File: src/rtl/esm_issue_scheduler_if.sv
`default_nettype none
// ============================================================================
// Module   : esm_issue_scheduler_if
// Purpose  : Fetch/core/downstream signal bundle for the ESM issue scheduler.
// Revision : 1.0
// ============================================================================
interface esm_issue_scheduler_if #(
  parameter int Instr_word_size = 32,
  parameter int bs              = 16
);
  localparam int IDX_W = $clog2(bs);

  logic                       in_valid;
  logic [Instr_word_size-1:0] in_instr;
  logic                       in_ready;

  logic [Instr_word_size-1:0] alloc_instr;
  logic [IDX_W-1:0]           alloc_index;
  logic                       alloc_valid;
  logic [bs-1:0]              ready_positions;

  logic                       issue_valid;
  logic [Instr_word_size-1:0] issue_instr;
  logic [IDX_W-1:0]           issue_index;
  logic                       issue_ready;

  logic                       release_valid;
  logic [IDX_W-1:0]           release_index;

  logic [IDX_W:0]             count;
  logic                       full;
  logic                       empty;

  modport master (
    output in_valid, in_instr, ready_positions, issue_ready,
    input  in_ready, alloc_instr, alloc_index, alloc_valid,
           issue_valid, issue_instr, issue_index,
           release_valid, release_index, count, full, empty
  );

  modport slave (
    input  in_valid, in_instr, ready_positions, issue_ready,
    output in_ready, alloc_instr, alloc_index, alloc_valid,
           issue_valid, issue_instr, issue_index,
           release_valid, release_index, count, full, empty
  );
endinterface
`default_nettype wire

File: src/rtl/esm_issue_scheduler.sv
`default_nettype none
// ============================================================================
// Module   : esm_issue_scheduler
// Purpose  : Slot allocator and round-robin issuer in front of the ESM core.
// Revision : 1.0
// ============================================================================
module esm_issue_scheduler #(
  parameter int Instr_word_size = 32,
  parameter int bs              = 16
) (
  input  logic                  clk,
  input  logic                  rst,
  esm_issue_scheduler_if.slave  bus
);
  localparam int IDX_W = $clog2(bs);

  typedef enum logic [1:0] {
    SLOT_FREE  = 2'd0,
    SLOT_PEND  = 2'd1,
    SLOT_TRACK = 2'd2,
    SLOT_OUT   = 2'd3
  } slot_state_t;

  slot_state_t                slot_state [bs];
  slot_state_t                slot_next  [bs];
  logic [Instr_word_size-1:0] slot_instr [bs];

  logic [IDX_W:0]             count_q;
  logic [IDX_W-1:0]           rr_q;

  logic                       alloc_valid_q;
  logic [Instr_word_size-1:0] alloc_instr_q;
  logic [IDX_W-1:0]           alloc_index_q;

  logic                       issue_valid_q;
  logic [Instr_word_size-1:0] issue_instr_q;
  logic [IDX_W-1:0]           issue_index_q;

  logic                       release_valid_q;
  logic [IDX_W-1:0]           release_index_q;

  logic                       full_w;
  logic                       accept;
  logic                       handshake;
  logic                       load;
  logic                       free_found;
  logic [IDX_W-1:0]           free_idx;
  logic [bs-1:0]              eligible;
  logic                       sel_found;
  logic [IDX_W-1:0]           sel_idx;

  assign full_w    = (count_q == (IDX_W+1)'(bs));
  assign accept    = bus.in_valid && !full_w;
  assign handshake = issue_valid_q && bus.issue_ready;
  assign load      = (!issue_valid_q || bus.issue_ready) && sel_found;

  // Descending scan so the lowest-index free slot is the one that sticks.
  always_comb begin
    free_found = 1'b0;
    free_idx   = '0;
    for (int i = bs - 1; i >= 0; i--) begin
      if (slot_state[i] == SLOT_FREE) begin
        free_found = 1'b1;
        free_idx   = IDX_W'(i);
      end
    end
  end

  for (genvar g = 0; g < bs; g++) begin : g_eligible
    assign eligible[g] = (slot_state[g] == SLOT_TRACK) && bus.ready_positions[g];
  end

  // Round-robin: smallest offset from rr wins, offsets scanned high to low.
  always_comb begin
    logic [IDX_W-1:0] cand;
    cand      = '0;
    sel_found = 1'b0;
    sel_idx   = '0;
    for (int k = bs - 1; k >= 0; k--) begin
      cand = rr_q + IDX_W'(k);
      if (eligible[cand]) begin
        sel_found = 1'b1;
        sel_idx   = cand;
      end
    end
  end

  // Per-slot next state; accept, load and handshake always touch distinct slots.
  always_comb begin
    for (int i = 0; i < bs; i++) begin
      slot_next[i] = slot_state[i];
      if (slot_state[i] == SLOT_PEND) begin
        slot_next[i] = SLOT_TRACK;
      end
      if (handshake && (issue_index_q == IDX_W'(i))) begin
        slot_next[i] = SLOT_FREE;
      end
      if (load && (sel_idx == IDX_W'(i))) begin
        slot_next[i] = SLOT_OUT;
      end
      if (accept && free_found && (free_idx == IDX_W'(i))) begin
        slot_next[i] = SLOT_PEND;
      end
    end
  end

  always_ff @(posedge clk or negedge rst) begin
    if (!rst) begin
      for (int i = 0; i < bs; i++) begin
        slot_state[i] <= SLOT_FREE;
      end
    end else begin
      for (int i = 0; i < bs; i++) begin
        slot_state[i] <= slot_next[i];
      end
    end
  end

  always_ff @(posedge clk) begin
    if (accept) begin
      slot_instr[free_idx] <= bus.in_instr;
    end
  end

  always_ff @(posedge clk or negedge rst) begin
    if (!rst) begin
      alloc_valid_q <= 1'b0;
      alloc_instr_q <= '0;
      alloc_index_q <= '0;
    end else begin
      alloc_valid_q <= accept;
      alloc_instr_q <= accept ? bus.in_instr : '0;
      alloc_index_q <= accept ? free_idx : '0;
    end
  end

  always_ff @(posedge clk or negedge rst) begin
    if (!rst) begin
      issue_valid_q <= 1'b0;
      issue_instr_q <= '0;
      issue_index_q <= '0;
      rr_q          <= '0;
    end else if (load) begin
      issue_valid_q <= 1'b1;
      issue_instr_q <= slot_instr[sel_idx];
      issue_index_q <= sel_idx;
      rr_q          <= sel_idx + 1'b1;
    end else if (handshake) begin
      issue_valid_q <= 1'b0;
    end
  end

  always_ff @(posedge clk or negedge rst) begin
    if (!rst) begin
      release_valid_q <= 1'b0;
      release_index_q <= '0;
    end else begin
      release_valid_q <= handshake;
      if (handshake) begin
        release_index_q <= issue_index_q;
      end
    end
  end

  always_ff @(posedge clk or negedge rst) begin
    if (!rst) begin
      count_q <= '0;
    end else begin
      case ({accept, handshake})
        2'b10:   count_q <= count_q + 1'b1;
        2'b01:   count_q <= count_q - 1'b1;
        default: count_q <= count_q;
      endcase
    end
  end

  assign bus.in_ready      = !full_w;
  assign bus.full          = full_w;
  assign bus.empty         = (count_q == '0);
  assign bus.count         = count_q;
  assign bus.alloc_valid   = alloc_valid_q;
  assign bus.alloc_instr   = alloc_instr_q;
  assign bus.alloc_index   = alloc_index_q;
  assign bus.issue_valid   = issue_valid_q;
  assign bus.issue_instr   = issue_instr_q;
  assign bus.issue_index   = issue_index_q;
  assign bus.release_valid = release_valid_q;
  assign bus.release_index = release_index_q;

endmodule
`default_nettype wire

File: src/flat_wrapper.sv
// flat-port wrapper written by rule: the top's interface ports become plain ports
module esm_issue_scheduler_flat 
#(
  parameter int Instr_word_size = 32,
  parameter int bs              = 16
)
  (clk, rst, bus_in_valid, bus_in_instr, bus_ready_positions, bus_issue_ready, bus_in_ready, bus_alloc_instr, bus_alloc_index, bus_alloc_valid, bus_issue_valid, bus_issue_instr, bus_issue_index, bus_release_valid, bus_release_index, bus_count, bus_full, bus_empty);
  esm_issue_scheduler_if #(.Instr_word_size(Instr_word_size), .bs(bs)) bus_i ();
  input  logic clk;
  input  logic rst;
  input wire logic [$bits(bus_i.in_valid)-1:0] bus_in_valid;
  input wire logic [$bits(bus_i.in_instr)-1:0] bus_in_instr;
  input wire logic [$bits(bus_i.ready_positions)-1:0] bus_ready_positions;
  input wire logic [$bits(bus_i.issue_ready)-1:0] bus_issue_ready;
  output wire logic [$bits(bus_i.in_ready)-1:0] bus_in_ready;
  output wire logic [$bits(bus_i.alloc_instr)-1:0] bus_alloc_instr;
  output wire logic [$bits(bus_i.alloc_index)-1:0] bus_alloc_index;
  output wire logic [$bits(bus_i.alloc_valid)-1:0] bus_alloc_valid;
  output wire logic [$bits(bus_i.issue_valid)-1:0] bus_issue_valid;
  output wire logic [$bits(bus_i.issue_instr)-1:0] bus_issue_instr;
  output wire logic [$bits(bus_i.issue_index)-1:0] bus_issue_index;
  output wire logic [$bits(bus_i.release_valid)-1:0] bus_release_valid;
  output wire logic [$bits(bus_i.release_index)-1:0] bus_release_index;
  output wire logic [$bits(bus_i.count)-1:0] bus_count;
  output wire logic [$bits(bus_i.full)-1:0] bus_full;
  output wire logic [$bits(bus_i.empty)-1:0] bus_empty;
  assign bus_i.in_valid = bus_in_valid;
  assign bus_i.in_instr = bus_in_instr;
  assign bus_i.ready_positions = bus_ready_positions;
  assign bus_i.issue_ready = bus_issue_ready;
  assign bus_in_ready = bus_i.in_ready;
  assign bus_alloc_instr = bus_i.alloc_instr;
  assign bus_alloc_index = bus_i.alloc_index;
  assign bus_alloc_valid = bus_i.alloc_valid;
  assign bus_issue_valid = bus_i.issue_valid;
  assign bus_issue_instr = bus_i.issue_instr;
  assign bus_issue_index = bus_i.issue_index;
  assign bus_release_valid = bus_i.release_valid;
  assign bus_release_index = bus_i.release_index;
  assign bus_count = bus_i.count;
  assign bus_full = bus_i.full;
  assign bus_empty = bus_i.empty;
  esm_issue_scheduler #(.Instr_word_size(Instr_word_size), .bs(bs)) u_core (.clk(clk), .rst(rst), .bus(bus_i));
endmodule
File: config.mk
export PLATFORM = sky130hd
export DESIGN_NAME = esm_issue_scheduler_flat
export DESIGN_NICKNAME = d
export VERILOG_FILES = /design/src/rtl/esm_issue_scheduler_if.sv /design/src/rtl/esm_issue_scheduler.sv /design/src/flat_wrapper.sv
export SDC_FILE = /design/constraint.sdc
export NUM_CORES = 1
export LEC_CHECK = 0
export ABC_AREA = 1
export BUFFER_PORTS_ARGS = -buffer_cell sky130_fd_sc_hd__buf_2
export CORE_UTILIZATION = 60
export CTS_CLUSTER_DIAMETER = 120
export DETAILED_ROUTE_END_ITERATION = 12
export HOLD_SLACK_MARGIN = 0.02
export PLACE_DENSITY = 0.86
export SLEW_MARGIN = 20
export SYNTH_ARGS = -nofsm -noshare
export SYNTH_HDL_FRONTEND = slang
export SYNTH_SLANG_ARGS = --single-unit
File: constraint.sdc
create_clock -name clk -period 8 [get_ports clk]
set_input_delay 1.6 -clock clk [delete_from_list [all_inputs] [get_ports clk]]
set_output_delay 1.6 -clock clk [all_outputs]
set_load 0.01 [all_outputs]
==> summary by stage <==
STA
The final hold violation count was 0. The setup TNS is 0 ns. Setup repair after global routing left no endpoint under its margin. Dividing the final minimum period by the clock period gives 0.826. Hold timing on the final database bottoms out at a slack of roughly 0.48 ns. The worst clock skew is approximately 0.024 ns.

Based on the critical path, the design can be clocked at up to 151 MHz. The final setup violation count is 0. The worst path in the final design needs a cycle of between 6 and 7 ns, including I/O delays and setup.

The number of pins with negative max-slew slack in the final report is 0. Headroom to the max-slew limit came out at 0.269. The slew of the pin with the lowest slew margin is 1.10 ns.

Status
The run finished with clean final reports.

Synthesis
The number of unique standard cell types used by synthesis is between 50 and 60. The fraction of registers with async set/reset is 0.190. The number of enable-type register cells in the synthesized netlist is ~510. The number of nets handed over by synthesis was between 3000 and 4000. The sequential share of the synthesized area is 0.639. In this run, synthesis produced a sequential element count of around 630. For this run, the leading register cell type out of synthesis is sky130_fd_sc_hd__edfxtp_1. Synthesis produced approximately 3000 cells.

The mean instance size in the synthesized netlist is ~9.6 µm². The area of the mapped netlist is between 20000 and 30000 µm². Yosys printed 0 warnings.

Detailed routing
The mean number of vias per cell is about 6. The routed design has around 79000 µm of wire. The count of routing violations after the opening detailed-route iteration is 3115.

The post-detailed-route count of antenna-violating nets is 0. For this run, design rule violations remaining after detail routing come to 0. The first TritonRoute pass finished after 6 iterations. Summing over every cut layer, the via total after detailed routing is between 20000 and 25000. The wire length per cell after detailed routing is 21.2 µm.

Finish
The layout has between 3000 and 4000 filler cells. The final layout net count is about 3100. Relative to the synthesized area, the layout overhead comes to 10.9%. The antenna cell count is 0. In the final layout, the share of cells above drive strength 1 is 0.106. The finished layout holds about 3700 standard cells, fillers aside.

Setup path
The minimum setup slack among reg-to-reg paths is about 1.4 ns. The type of the setup path with the least slack is reg -> reg. The number of cells on the worst reg-to-reg path is 31. The most frequent cell on the critical path is sky130_fd_sc_hd__nand2_1.

The top fanout value on the critical path is approximately 120. STA classifies the critical path startpoint as a flop. The launching element of the worst setup path is u_core.rr_q[0]. The slowest stage of the critical path is the sky130_fd_sc_hd__dfrtp_1 cell.

The worst register-to-register path ends at u_core.bus.issue_instr[9]. The most critical setup path has its endpoint at u_core.bus.issue_instr[9]. The critical register-to-register path startpoint is u_core.rr_q[0]. The data required time at the worst endpoint is 8.53 ns. STA classifies the critical path endpoint as a flop.

At the worst endpoint, the arrival time is roughly 7 ns. The biggest cell delay along the critical path is ~0.87 ns.

Global routing
The number of global-route vias before repair is 21800. Summed over all layers, the global routing overflow is 0. Entering global routing, the biggest net connects approximately 120 pins. The all-layer global routing usage is 0.324. The number of antenna violations at the first check in global routing is 1. The first-pass GRT wire length is 121000 µm.

Die
The die extent in x is about 220 µm. The die area is 48800 µm². The core footprint is ~47000 µm². Pin placement for this block handled about 140 I/O pins. The initial utilization of the core area, before any placement, comes to 0.613. The number of placement rows is between 70 and 80.

The die is 221 µm tall.

Clocking
Clock tree synthesis inserted a total of 61 buffers. CTS built an H-tree with a depth of 2. The number of gates resized after CTS is 0. The source-to-sink clock delay at the later pin of the worst-skew pair is around 0.64 ns.

The root buffer cell chosen for the clock tree is sky130_fd_sc_hd__clkbuf_16. The clock slew seen by the registers of the worst setup and hold paths is 0.06 ns. Buffers inserted to repair hold after CTS numbered 0.

The longest clock path from root to sink contains 3 buffers. The CTS tree is built. The post-CTS setup repair buffer count is 0. For this design, the sink count on the clock tree is 632.

Hold path
The tightest min-delay check is of the reg -> reg type. The worst hold path begins at u_core.bus.release_index[3].

Placed design
Once placement completed, the tool counted placed cells totaling 3627. Port buffering added 138 buffers. The half-perimeter wire length of the detailed placement result is 42000 µm. At the end of routability-driven placement, the weighted congestion stood at roughly 0.95.

Job
The total of max-cap violations is 0.
==> per-layer routing <==
metal,wire length [µm],part of all wire,GRT usage
met1,29300,0.37,0.429
met2,37200,0.47,0.513
met3,9400,0.12,0.0660
met4,3510,0.044,0.161
met5,13,0.00016,0.00196
==> critical path, delay by kind of cell, from the launching register on <==
kind / cells / cell delay, ns
AOI/OAI and AO/OA: 1 / 0.08
adders and majority gates: 1 / 0.80
buffers and inverters: 4 / 1.51
DFF: 1 / 0.87
and+or+nand+nor: 25 / 3.19
==> cells in the final DEF (no fill, tap or decap), types with 33 or more instances in the layout <==
master                         n
sky130_fd_sc_hd__dfrtp_1     120
sky130_fd_sc_hd__buf_2       137
sky130_fd_sc_hd__nand3_1     447
sky130_fd_sc_hd__a21oi_1      48
sky130_fd_sc_hd__nand2_1    1170
sky130_fd_sc_hd__buf_4        33
sky130_fd_sc_hd__edfxtp_1    512
sky130_fd_sc_hd__nor2_1      267
sky130_fd_sc_hd__inv_1       124
sky130_fd_sc_hd__clkbuf_16    62
==> flip-flops by register name (all words and copies together) (netlist names) <==
name,cells
u_core.bus.release_valid,1
u_core.rr_q,4
u_core.bus.alloc_valid,1
u_core.bus.alloc_index,4
u_core.bus.count,5
u_core.bus.issue_index,4
u_core.bus.issue_instr,32
u_core.slot_instr,512
u_core.bus.alloc_instr,32
u_core.slot_state,32
u_core.bus.issue_valid,1
u_core.bus.release_index,4
==> stage by stage <==
step,setup WS [ns],area [µm²],util
2_1_floorplan,4.09,28800,-
3_3_place_gp,1.95,29800,0.634
3_5_place_dp,1.66,29800,0.634
4_1_cts,1.56,31900,0.679
5_1_grt,0.916,31900,0.679
6_report,1.39,31900,0.679
==> cell type report <==
type	count	area, µm²	share of cell area
tap	607	759	0.0238
clock buffer	81	1680	0.0528
sequential	632	18400	0.576
inverter	135	509	0.0160
timing repair buffer	172	965	0.0303
clock inverter	34	418	0.0131
multi-input combinational	2081	9180	0.288
==> worst min-delay path by stage <==
| stage | slack, ns | to | cells after the start |
|---|---|---|---|
| finish | 0.48 | u_core.bus.release_index[3] | 2 |
| global route | 0.52 | u_core.bus.release_index[2] | 2 |
| CTS | 0.48 | u_core.bus.release_index[3] | 2 |
| detailed placement | 0.47 | u_core.bus.release_index[3] | 2 |
| global placement | 0.46 | u_core.bus.release_index[3] | 2 |
| floorplan | 0.50 | u_core.slot_state[23] | 2 |
==> Yosys cell counts, types with 2 or more instances <==
master | n | area (µm²)
sky130_fd_sc_hd__nand2_1 | 1172 | 4400
sky130_fd_sc_hd__edfxtp_1 | 512 | 15400
sky130_fd_sc_hd__nand3_1 | 447 | 2240
sky130_fd_sc_hd__nor2_1 | 283 | 1060
sky130_fd_sc_hd__inv_1 | 124 | 465
sky130_fd_sc_hd__dfrtp_1 | 120 | 3000
sky130_fd_sc_hd__buf_2 | 51 | 255
sky130_fd_sc_hd__a21oi_1 | 49 | 245
sky130_fd_sc_hd__clkbuf_1 | 44 | 165
sky130_fd_sc_hd__buf_4 | 26 | 195
sky130_fd_sc_hd__o21ai_0 | 25 | 125
sky130_fd_sc_hd__buf_6 | 19 | 214
sky130_fd_sc_hd__nand4_1 | 13 | 81.3
sky130_fd_sc_hd__ha_1 | 11 | 138
sky130_fd_sc_hd__inv_2 | 10 | 37.5
sky130_fd_sc_hd__o221ai_1 | 10 | 87.6
sky130_fd_sc_hd__buf_1 | 9 | 33.8
sky130_fd_sc_hd__nand2_2 | 7 | 43.8
sky130_fd_sc_hd__a31oi_1 | 5 | 31.3
sky130_fd_sc_hd__nor2_2 | 5 | 31.3
sky130_fd_sc_hd__o311ai_1 | 5 | 43.8
sky130_fd_sc_hd__nor3_1 | 4 | 20.0
sky130_fd_sc_hd__nor4_1 | 4 | 25.0
sky130_fd_sc_hd__xor2_2 | 4 | 65.1
sky130_fd_sc_hd__o21ai_2 | 3 | 26.3
sky130_fd_sc_hd__or2_2 | 3 | 18.8
sky130_fd_sc_hd__a211oi_1 | 2 | 15.0
sky130_fd_sc_hd__a21oi_2 | 2 | 17.5
sky130_fd_sc_hd__nand2_4 | 2 | 22.5
sky130_fd_sc_hd__nand3b_1 | 2 | 15.0
sky130_fd_sc_hd__nor2_4 | 2 | 22.5
sky130_fd_sc_hd__o211ai_1 | 2 | 15.0
sky130_fd_sc_hd__o21ai_1 | 2 | 10.0
sky130_fd_sc_hd__xnor2_1 | 2 | 17.5
sky130_fd_sc_hd__xor2_1 | 2 | 17.5
==> kinds of logic (layout without fill, tap and decap cells) <==
kind of cell / after synthesis / after routing / synth area share
and+or+nand+nor: 1948 / 1948 / 0.279
DFF: 632 / 632 / 0.639
buffers and inverters: 286 / 422 / 0.0484
AOI/OAI and AO/OA: 111 / 111 / 0.0231
adders and majority gates: 12 / 12 / 0.00548
xor gates and xnor gates: 10 / 10 / 0.00539
Power is not shown: default switching activity piles up to over one toggle a cycle in this logic, so the estimate is an artifact.
